**src/rtl/hps_spi_bridge_pkg.sv**
```systemverilog
// Shared definitions for the HPS SPI bridge: FSM states, status bit positions
// and the status word packer.
package hps_spi_bridge_pkg;

  typedef enum logic {
    ST_IDLE   = 1'b0,
    ST_ACTIVE = 1'b1
  } state_t;

  localparam int STAT_CS_ACTIVE   = 0;
  localparam int STAT_RX_OVERFLOW = 1;
  localparam int STAT_TX_UNDERRUN = 2;
  localparam int STAT_FRAME_ERR   = 3;
  localparam int STAT_FPGA_EN     = 18;
  localparam int STAT_OSD_EN      = 19;
  localparam int STAT_IO_EN       = 20;

  function automatic logic [31:0] pack_status(
    input logic io_en,
    input logic osd_en,
    input logic fpga_en,
    input logic frame_err,
    input logic tx_underrun,
    input logic rx_overflow,
    input logic cs_active
  );
    logic [31:0] s;
    s                   = '0;
    s[STAT_IO_EN]       = io_en;
    s[STAT_OSD_EN]      = osd_en;
    s[STAT_FPGA_EN]     = fpga_en;
    s[STAT_FRAME_ERR]   = frame_err;
    s[STAT_TX_UNDERRUN] = tx_underrun;
    s[STAT_RX_OVERFLOW] = rx_overflow;
    s[STAT_CS_ACTIVE]   = cs_active;
    return s;
  endfunction

endpackage

```
**src/rtl/hps_spi_bridge_fifo.sv**
```systemverilog
// Synchronous first-word-fall-through FIFO; pointers carry an extra wrap bit
// so full and empty are distinguishable.
module hps_spi_bridge_fifo #(
  parameter int WIDTH = 16,
  parameter int DEPTH = 8
) (
  input  logic             i_clk,
  input  logic             i_reset_n,
  input  logic             i_push,
  input  logic [WIDTH-1:0] i_data,
  output logic             o_full,
  input  logic             i_pop,
  output logic [WIDTH-1:0] o_data,
  output logic             o_empty
);

  localparam int AW = $clog2(DEPTH);
  localparam logic [AW:0] PTR_ONE = 1;

  logic [WIDTH-1:0] r_mem [DEPTH];
  logic [AW:0]      r_wr_ptr;
  logic [AW:0]      r_rd_ptr;
  logic             w_do_push;
  logic             w_do_pop;

  assign o_empty   = (r_wr_ptr == r_rd_ptr);
  assign o_full    = (r_wr_ptr[AW] != r_rd_ptr[AW]) &&
                     (r_wr_ptr[AW-1:0] == r_rd_ptr[AW-1:0]);
  // A pop on a full FIFO frees the slot the simultaneous push writes into.
  assign w_do_pop  = i_pop && !o_empty;
  assign w_do_push = i_push && (!o_full || w_do_pop);
  assign o_data    = r_mem[r_rd_ptr[AW-1:0]];

  always_ff @(posedge i_clk) begin
    if (!i_reset_n) begin
      r_wr_ptr <= '0;
      r_rd_ptr <= '0;
    end else begin
      if (w_do_push) r_wr_ptr <= r_wr_ptr + PTR_ONE;
      if (w_do_pop)  r_rd_ptr <= r_rd_ptr + PTR_ONE;
    end
  end

  always_ff @(posedge i_clk) begin
    if (w_do_push) r_mem[r_wr_ptr[AW-1:0]] <= i_data;
  end

endmodule

```
**src/rtl/hps_spi_bridge.sv**
```systemverilog
// SPI slave bridge between the HPS pins and the sys_clk domain: oversampled
// pin synchronisers, word shift engine, TX/RX FIFOs and sticky status flags.
module hps_spi_bridge
  import hps_spi_bridge_pkg::*;
#(
  parameter int               WORD_W        = 16,
  parameter int               DEPTH         = 8,
  parameter bit               CPOL          = 1'b0,
  parameter bit               CPHA          = 1'b1,
  parameter logic [WORD_W-1:0] UNDERRUN_WORD = '0
) (
  input  logic              i_sys_clk,
  input  logic              i_reset_n,
  input  logic              i_spi_clk,
  input  logic              i_spi_cs,
  input  logic              i_spi_mosi,
  output logic              o_spi_miso,
  input  logic [WORD_W-1:0] i_tx_data,
  input  logic              i_tx_valid,
  output logic              o_tx_ready,
  output logic [WORD_W-1:0] o_rx_data,
  output logic              o_rx_valid,
  input  logic              i_rx_ready,
  output logic              o_io_strobe,
  input  logic              i_clr_flags,
  input  logic              i_fpga_enable,
  input  logic              i_osd_enable,
  input  logic              i_io_enable,
  output logic [31:0]       o_status
);

  localparam int               CNT_W    = $clog2(WORD_W);
  localparam logic [CNT_W-1:0] LAST_BIT = CNT_W'(WORD_W - 1);
  localparam logic [CNT_W-1:0] CNT_ONE  = 1;

  logic r_clk_s1, r_clk_s2, r_clk_d;
  logic r_cs_s1, r_cs_s2, r_cs_d;
  logic r_mosi_s1, r_mosi_s2;

  state_t            r_state, w_state_nxt;
  logic [CNT_W-1:0]  r_count, w_count_nxt;
  logic [WORD_W-1:0] r_rx_sh, w_rx_sh_nxt;
  logic [WORD_W-1:0] r_tx_sh, w_tx_sh_nxt;
  logic              r_miso, w_miso_nxt;
  logic              r_strobe;
  logic [31:0]       r_status;

  logic w_load, w_rx_push, w_frame_set, w_underrun_set, w_overflow_set;
  logic w_tx_pop, w_tx_push, w_tx_full, w_tx_empty, w_rx_full, w_rx_empty;
  logic [WORD_W-1:0] w_tx_head;
  logic w_clk_rise, w_clk_fall, w_lead, w_trail, w_sample, w_drive;
  logic w_cs_fall, w_cs_rise;

  always_ff @(posedge i_sys_clk) begin
    if (!i_reset_n) begin
      {r_clk_s1, r_clk_s2, r_clk_d} <= {3{CPOL}};
      {r_cs_s1, r_cs_s2, r_cs_d}    <= 3'b111;
      {r_mosi_s1, r_mosi_s2}        <= 2'b00;
    end else begin
      {r_clk_s1, r_clk_s2, r_clk_d} <= {i_spi_clk, r_clk_s1, r_clk_s2};
      {r_cs_s1, r_cs_s2, r_cs_d}    <= {i_spi_cs, r_cs_s1, r_cs_s2};
      {r_mosi_s1, r_mosi_s2}        <= {i_spi_mosi, r_mosi_s1};
    end
  end

  assign w_clk_rise = r_clk_s2 & ~r_clk_d;
  assign w_clk_fall = ~r_clk_s2 & r_clk_d;
  assign w_lead     = CPOL ? w_clk_fall : w_clk_rise;
  assign w_trail    = CPOL ? w_clk_rise : w_clk_fall;
  assign w_sample   = CPHA ? w_trail : w_lead;
  assign w_drive    = CPHA ? w_lead : w_trail;
  assign w_cs_fall  = ~r_cs_s2 & r_cs_d;
  assign w_cs_rise  = r_cs_s2 & ~r_cs_d;

  assign w_tx_push = i_tx_valid & ~w_tx_full;

  hps_spi_bridge_fifo #(.WIDTH(WORD_W), .DEPTH(DEPTH)) u_tx_fifo (
    .i_clk(i_sys_clk), .i_reset_n(i_reset_n),
    .i_push(w_tx_push), .i_data(i_tx_data), .o_full(w_tx_full),
    .i_pop(w_tx_pop), .o_data(w_tx_head), .o_empty(w_tx_empty)
  );

  hps_spi_bridge_fifo #(.WIDTH(WORD_W), .DEPTH(DEPTH)) u_rx_fifo (
    .i_clk(i_sys_clk), .i_reset_n(i_reset_n),
    .i_push(w_rx_push), .i_data(w_rx_sh_nxt), .o_full(w_rx_full),
    .i_pop(i_rx_ready), .o_data(o_rx_data), .o_empty(w_rx_empty)
  );

  always_ff @(posedge i_sys_clk) begin
    if (!i_reset_n) r_state <= ST_IDLE;
    else            r_state <= w_state_nxt;
  end

  // A drive edge at count 0 belongs to a word boundary whose MSB is already on
  // MISO (CPHA=1 leading edge, or CPHA=0 trailing edge after the last sample).
  always_comb begin
    w_state_nxt = r_state;
    w_count_nxt = r_count;
    w_rx_sh_nxt = r_rx_sh;
    w_tx_sh_nxt = r_tx_sh;
    w_miso_nxt  = r_miso;
    w_load      = 1'b0;
    w_rx_push   = 1'b0;
    w_frame_set = 1'b0;
    case (r_state)
      ST_IDLE: begin
        if (w_cs_fall) begin
          w_state_nxt = ST_ACTIVE;
          w_count_nxt = '0;
          w_load      = 1'b1;
        end
      end
      ST_ACTIVE: begin
        if (w_sample) begin
          w_rx_sh_nxt = {r_rx_sh[WORD_W-2:0], r_mosi_s2};
          if (r_count == LAST_BIT) begin
            w_rx_push   = 1'b1;
            w_count_nxt = '0;
            w_load      = ~w_cs_rise;
          end else begin
            w_count_nxt = r_count + CNT_ONE;
          end
        end else if (w_drive && (r_count != '0)) begin
          w_tx_sh_nxt = {r_tx_sh[WORD_W-2:0], 1'b0};
          w_miso_nxt  = r_tx_sh[WORD_W-2];
        end
        if (w_cs_rise) begin
          w_state_nxt = ST_IDLE;
          w_miso_nxt  = 1'b0;
          w_frame_set = (w_count_nxt != '0);
        end
      end
      default: w_state_nxt = ST_IDLE;
    endcase
    w_tx_pop       = w_load & ~w_tx_empty;
    w_underrun_set = w_load & w_tx_empty;
    if (w_load) begin
      w_tx_sh_nxt = w_tx_empty ? UNDERRUN_WORD : w_tx_head;
      w_miso_nxt  = w_tx_sh_nxt[WORD_W-1];
    end
  end

  // Full + pop + push keeps the word, so only an unpopped full FIFO drops it.
  assign w_overflow_set = w_rx_push & w_rx_full & ~i_rx_ready;

  always_ff @(posedge i_sys_clk) begin
    if (!i_reset_n) begin
      r_count  <= '0;
      r_rx_sh  <= '0;
      r_tx_sh  <= '0;
      r_miso   <= 1'b0;
      r_strobe <= 1'b0;
      r_status <= '0;
    end else begin
      r_count  <= w_count_nxt;
      r_rx_sh  <= w_rx_sh_nxt;
      r_tx_sh  <= w_tx_sh_nxt;
      r_miso   <= w_miso_nxt;
      r_strobe <= w_rx_push;
      r_status <= pack_status(
        i_io_enable, i_osd_enable, i_fpga_enable,
        w_frame_set    | (r_status[STAT_FRAME_ERR]   & ~i_clr_flags),
        w_underrun_set | (r_status[STAT_TX_UNDERRUN] & ~i_clr_flags),
        w_overflow_set | (r_status[STAT_RX_OVERFLOW] & ~i_clr_flags),
        w_state_nxt == ST_ACTIVE);
    end
  end

  assign o_spi_miso  = r_miso;
  assign o_io_strobe = r_strobe;
  assign o_tx_ready  = ~w_tx_full;
  assign o_rx_valid  = ~w_rx_empty;
  assign o_status    = r_status;

endmodule

```
**config.mk**
```make
export PLATFORM = sky130hd
export DESIGN_NAME = hps_spi_bridge
export DESIGN_NICKNAME = d
export VERILOG_FILES = /design/src/rtl/hps_spi_bridge_pkg.sv /design/src/rtl/hps_spi_bridge_fifo.sv /design/src/rtl/hps_spi_bridge.sv
export SDC_FILE = /design/constraint.sdc
export NUM_CORES = 1
export LEC_CHECK = 0
export ABC_AREA = 1
export CORE_MARGIN = 10
export CORE_UTILIZATION = 56
export CTS_BUF_LIST = sky130_fd_sc_hd__clkbuf_4 sky130_fd_sc_hd__clkbuf_8
export CTS_CLUSTER_DIAMETER = 30
export CTS_CLUSTER_SIZE = 12
export DETAILED_ROUTE_END_ITERATION = 16
export GPL_ROUTABILITY_DRIVEN = 0
export PLACE_DENSITY = 0.79
export SYNTH_ARGS = -nofsm -noshare
export SYNTH_HDL_FRONTEND = slang
export SYNTH_SLANG_ARGS = --single-unit
```
**constraint.sdc**
```tcl
create_clock -name i_sys_clk -period 2.8 [get_ports i_sys_clk]
set_clock_uncertainty 0.05 [all_clocks]
set_input_delay 0.84 -clock i_sys_clk [delete_from_list [all_inputs] [get_ports i_sys_clk]]
set_output_delay 0.84 -clock i_sys_clk [all_outputs]
set_load 0.005 [all_outputs]
```
==> summary.md <==
| Metric | Value |
|---|---|
| Share of layout cells above drive strength 1 | `0.195` |
| Multi-input gate area | `between 4000 and 5000 um2` |
| Final setup viols | `16` |
| Syn avg cell area | `10.6 um2` |
| Drt initial violations | `around 1000` |
| Largest net degree at the start of global routing | `65` |
| Final Hold Viols | `0` |
| Worst min path class | `flop to flop` |
| CP max stage delay | `between 300 and 400 ps` |
| Family with the most delay on the worst path | `compound AO/OA/AOI/OAI gates` |
| Clock sink count | `330` |
| Port Buf Inserts | `53` |
| CTS tree | `yes` |
| Setup WS post-layout | `-212 ps` |
| Antenna violations before repair | `0` |
| # IOs | `79` |
| Max cap viols | `0` |
| Global-route wire length before repair | `~51 mm` |
| Synth cell types | `38` |
| CP max FO | `10` |
| Startpoint types | `flop` |
| Post-synth EDFFs | `around 260` |
| P_leak | `6.48 nW` |
| Yosys warns | `0` |
| Residual DRC | `0` |
| Worst rel slew slack | `0.435` |
| CP bufs+invs | `3` |
| Hold WS | `~330 ps` |
| Max Freq | `332 MHz` |
| Via density | `about 5.7` |
| Clock Tree Root | `clkbuf_8` |
| Final-stage net count | `about 1400` |
| Sequential area share after synthesis | `0.670` |
| DRT Pass-1 Iters | `5` |
| Filler instances | `1600` |
| Skew-Pair Late Insertion Delay | `roughly 600 ps` |
| RSZ-0062 raised after global routing | `true` |
| Clock Tree Buf Depth | `3` |
| Max VDD drop | `0.531 mV` |
| Drt wl/cell | `approximately 20 um` |
| Worst-Margin Slew | `roughly 850 ps` |
| Post-Synthesis Cells | `approximately 1300` |
| H-tree depth | `2` |
| Routed Antenna Nets | `0` |
| Failing checks | `setup timing` |
| CP max-delay cell | `dfxtp_4` |
| Pre-CTS setup slack | `around 230 ps` |
| Initial Util | `0.566` |
| Cell Area, Synth | `13700 um2` |
| Area growth syn-to-layout | `23.7%` |
| FF+latch area | `~9000 um2` |
| Vias | `a little over 10000` |
| Max Transition Viols Final | `0` |
| Required @ worst endpoint | `roughly 1900 ps` |
| HPWL after detailed placement | `around 17 mm` |
| GR Overflow Total | `0` |
| Arr. time, crit path | `about 2100 ps` |
| P per Cell Area | `between 600 and 700 nW/um2` |
| Core footprint | `24200 um2` |
| Cell mode on critical path | `nand2_1` |
| Final Util | `0.700` |
| Vias in the first global route | `around 10000` |
| Status | `complete, but fails checks` |
| Clock-pin transition on the worst setup and hold timing paths | `approximately 60 ps` |
| Critical path class | `flop to output pin` |
| CTS buffer count | `56` |
| Die W | `between 150 and 200 um` |
| Yosys reg bits | `between 300 and 400` |
| Fraction of registers with async set/reset | `0` |
| Die area | `between 30000 and 40000 um2` |
| Die Ht | `between 150 and 200 um` |
| GR Util All Layers | `0.202` |
| Num rows | `57` |
| Fin crit period | `around 3000 ps` |
| Final wirelength | `roughly 35 mm` |
| Top FF cell, synth | `edfxtp_1` |
| Final worst-path cycle share | `1.08` |
| Crit-path cells | `buf_4 > buf_8 > o21ai_0 > o32ai_2 > nand2_1 > nand2_1 > buf_2` |
| Diodes inserted | `0` |
| Crit. End Element | `output pin` |
-- routing by layer --
layer / vias to the layer above / wire length, um / GRT usage
li1: 4607 / - / -
met1: 4798 / 12600 / 0.238
met2: 550 / 17800 / 0.358
met3: 136 / 2720 / 0.0357
met4: 0 / 1610 / 0.0837
met5: - / 0 / 0
-- area by class of cell --
cell class | instances | area share
flip-flops and latches | 330 | 0.542
multi-input cells | 806 | 0.247
repair buffers | 116 | 0.0834
clock buffers | 65 | 0.0499
clock inverters | 41 | 0.0332
well taps | 324 | 0.0239
inverters | 91 | 0.0206
-- logic make-up after synthesis --
kind of cell | synth area share
AO/OA/AOI/OAI | 0.103
XOR/XNOR | 0.00704
adder cells (fa/ha/maj) | 0.00548
buffers and inverters | 0.0594
flip-flops | 0.670
other | 0.000274
AND/OR/NAND/NOR | 0.155
-- cells in the mapped netlist, types with 5 or more instances --
library cell | n | area (um2)
o21ai_0 | 102 | 510
xor2_1 | 7 | 61.3
a21oi_2 | 10 | 87.6
buf_4 | 27 | 203
ha_1 | 6 | 75.1
inv_1 | 84 | 315
a211oi_1 | 16 | 120
o32ai_1 | 32 | 280
nand2_1 | 234 | 878
dfxtp_1 | 74 | 1480
buf_1 | 5 | 18.8
edfxtp_1 | 256 | 7690
o21ai_1 | 12 | 60.1
nor2_1 | 261 | 980
clkbuf_1 | 43 | 161
o211ai_1 | 13 | 97.6
a21oi_1 | 41 | 205
buf_2 | 11 | 55.1
nand3_1 | 19 | 95.1
-- state kept, by name, indices dropped and copies added (netlist names), 7 cells and up, named ones only --
signal           flops
u_rx_fifo.r_mem    128
r_rx_sh             16
o_status             7
u_tx_fifo.r_mem    128
r_tx_sh             15
-- final timing paths --
path / cells after the start / from / to / slack (ps)
max: 7 / flop / o_rx_data[7] / -210
min: 1 / r_cs_s1 / r_cs_s2 / 330
max reg2reg: 6 / o_status[0] / u_rx_fifo.r_mem[0][15] / 700
min reg2reg: 1 / r_cs_s1 / r_cs_s2 / 330
-- what timing repair did --
| action | 4_1_cts | 5_1_grt |
|---|---|---|
| setup endpoints to repair | 18 | 18 |
| cloned | 9 | 3 |
| resized for setup | 119 | 78 |
| pin swaps | 24 | 31 |
| hold buffers | 0 | 0 |
| setup buffers | 12 | 5 |
-- cells in the final DEF (no fill, tap or decap), types with 10 or more instances in the layout --
cell,netlist,layout
nand3_1,19,19
o32ai_2,0,27
a21oi_1,41,41
dfxtp_1,74,65
buf_12,0,20
conb_1,1,25
a211oi_1,16,16
nor2_4,0,14
buf_6,3,10
nor2_2,0,17
o21ai_0,102,93
buf_2,11,11
inv_1,84,84
clkbuf_8,0,57
bufinv_16,0,11
nand2_1,234,230
a21oi_2,10,10
o21ai_1,12,20
nor2_1,261,230
clkdlybuf4s50_1,0,36
buf_4,27,25
edfxtp_1,256,256
o211ai_1,13,13
-- through the flow --
stage	std cells	instance area (um2)	power, mW	setup TNS (ps)
after CTS	1769	16700	11.6	-1370
after global placement	1642	14700	6.15	0
after floorplan	1316	13800	5.90	0
after detailed placement	1642	14700	6.18	0
after global routing	1773	16900	12.0	-2720
final	1773	16900	11.7	-1930
-- where the power goes --
| group | switching (mW) | internal [mW] |
|---|---|---|
| clock | 2.17 | 3.12 |
| sequential | 0.0357 | 5.32 |
| combinational | 0.585 | 0.443 |
| total | 2.79 | 8.89 |
(Power assumes the default switching activity.)
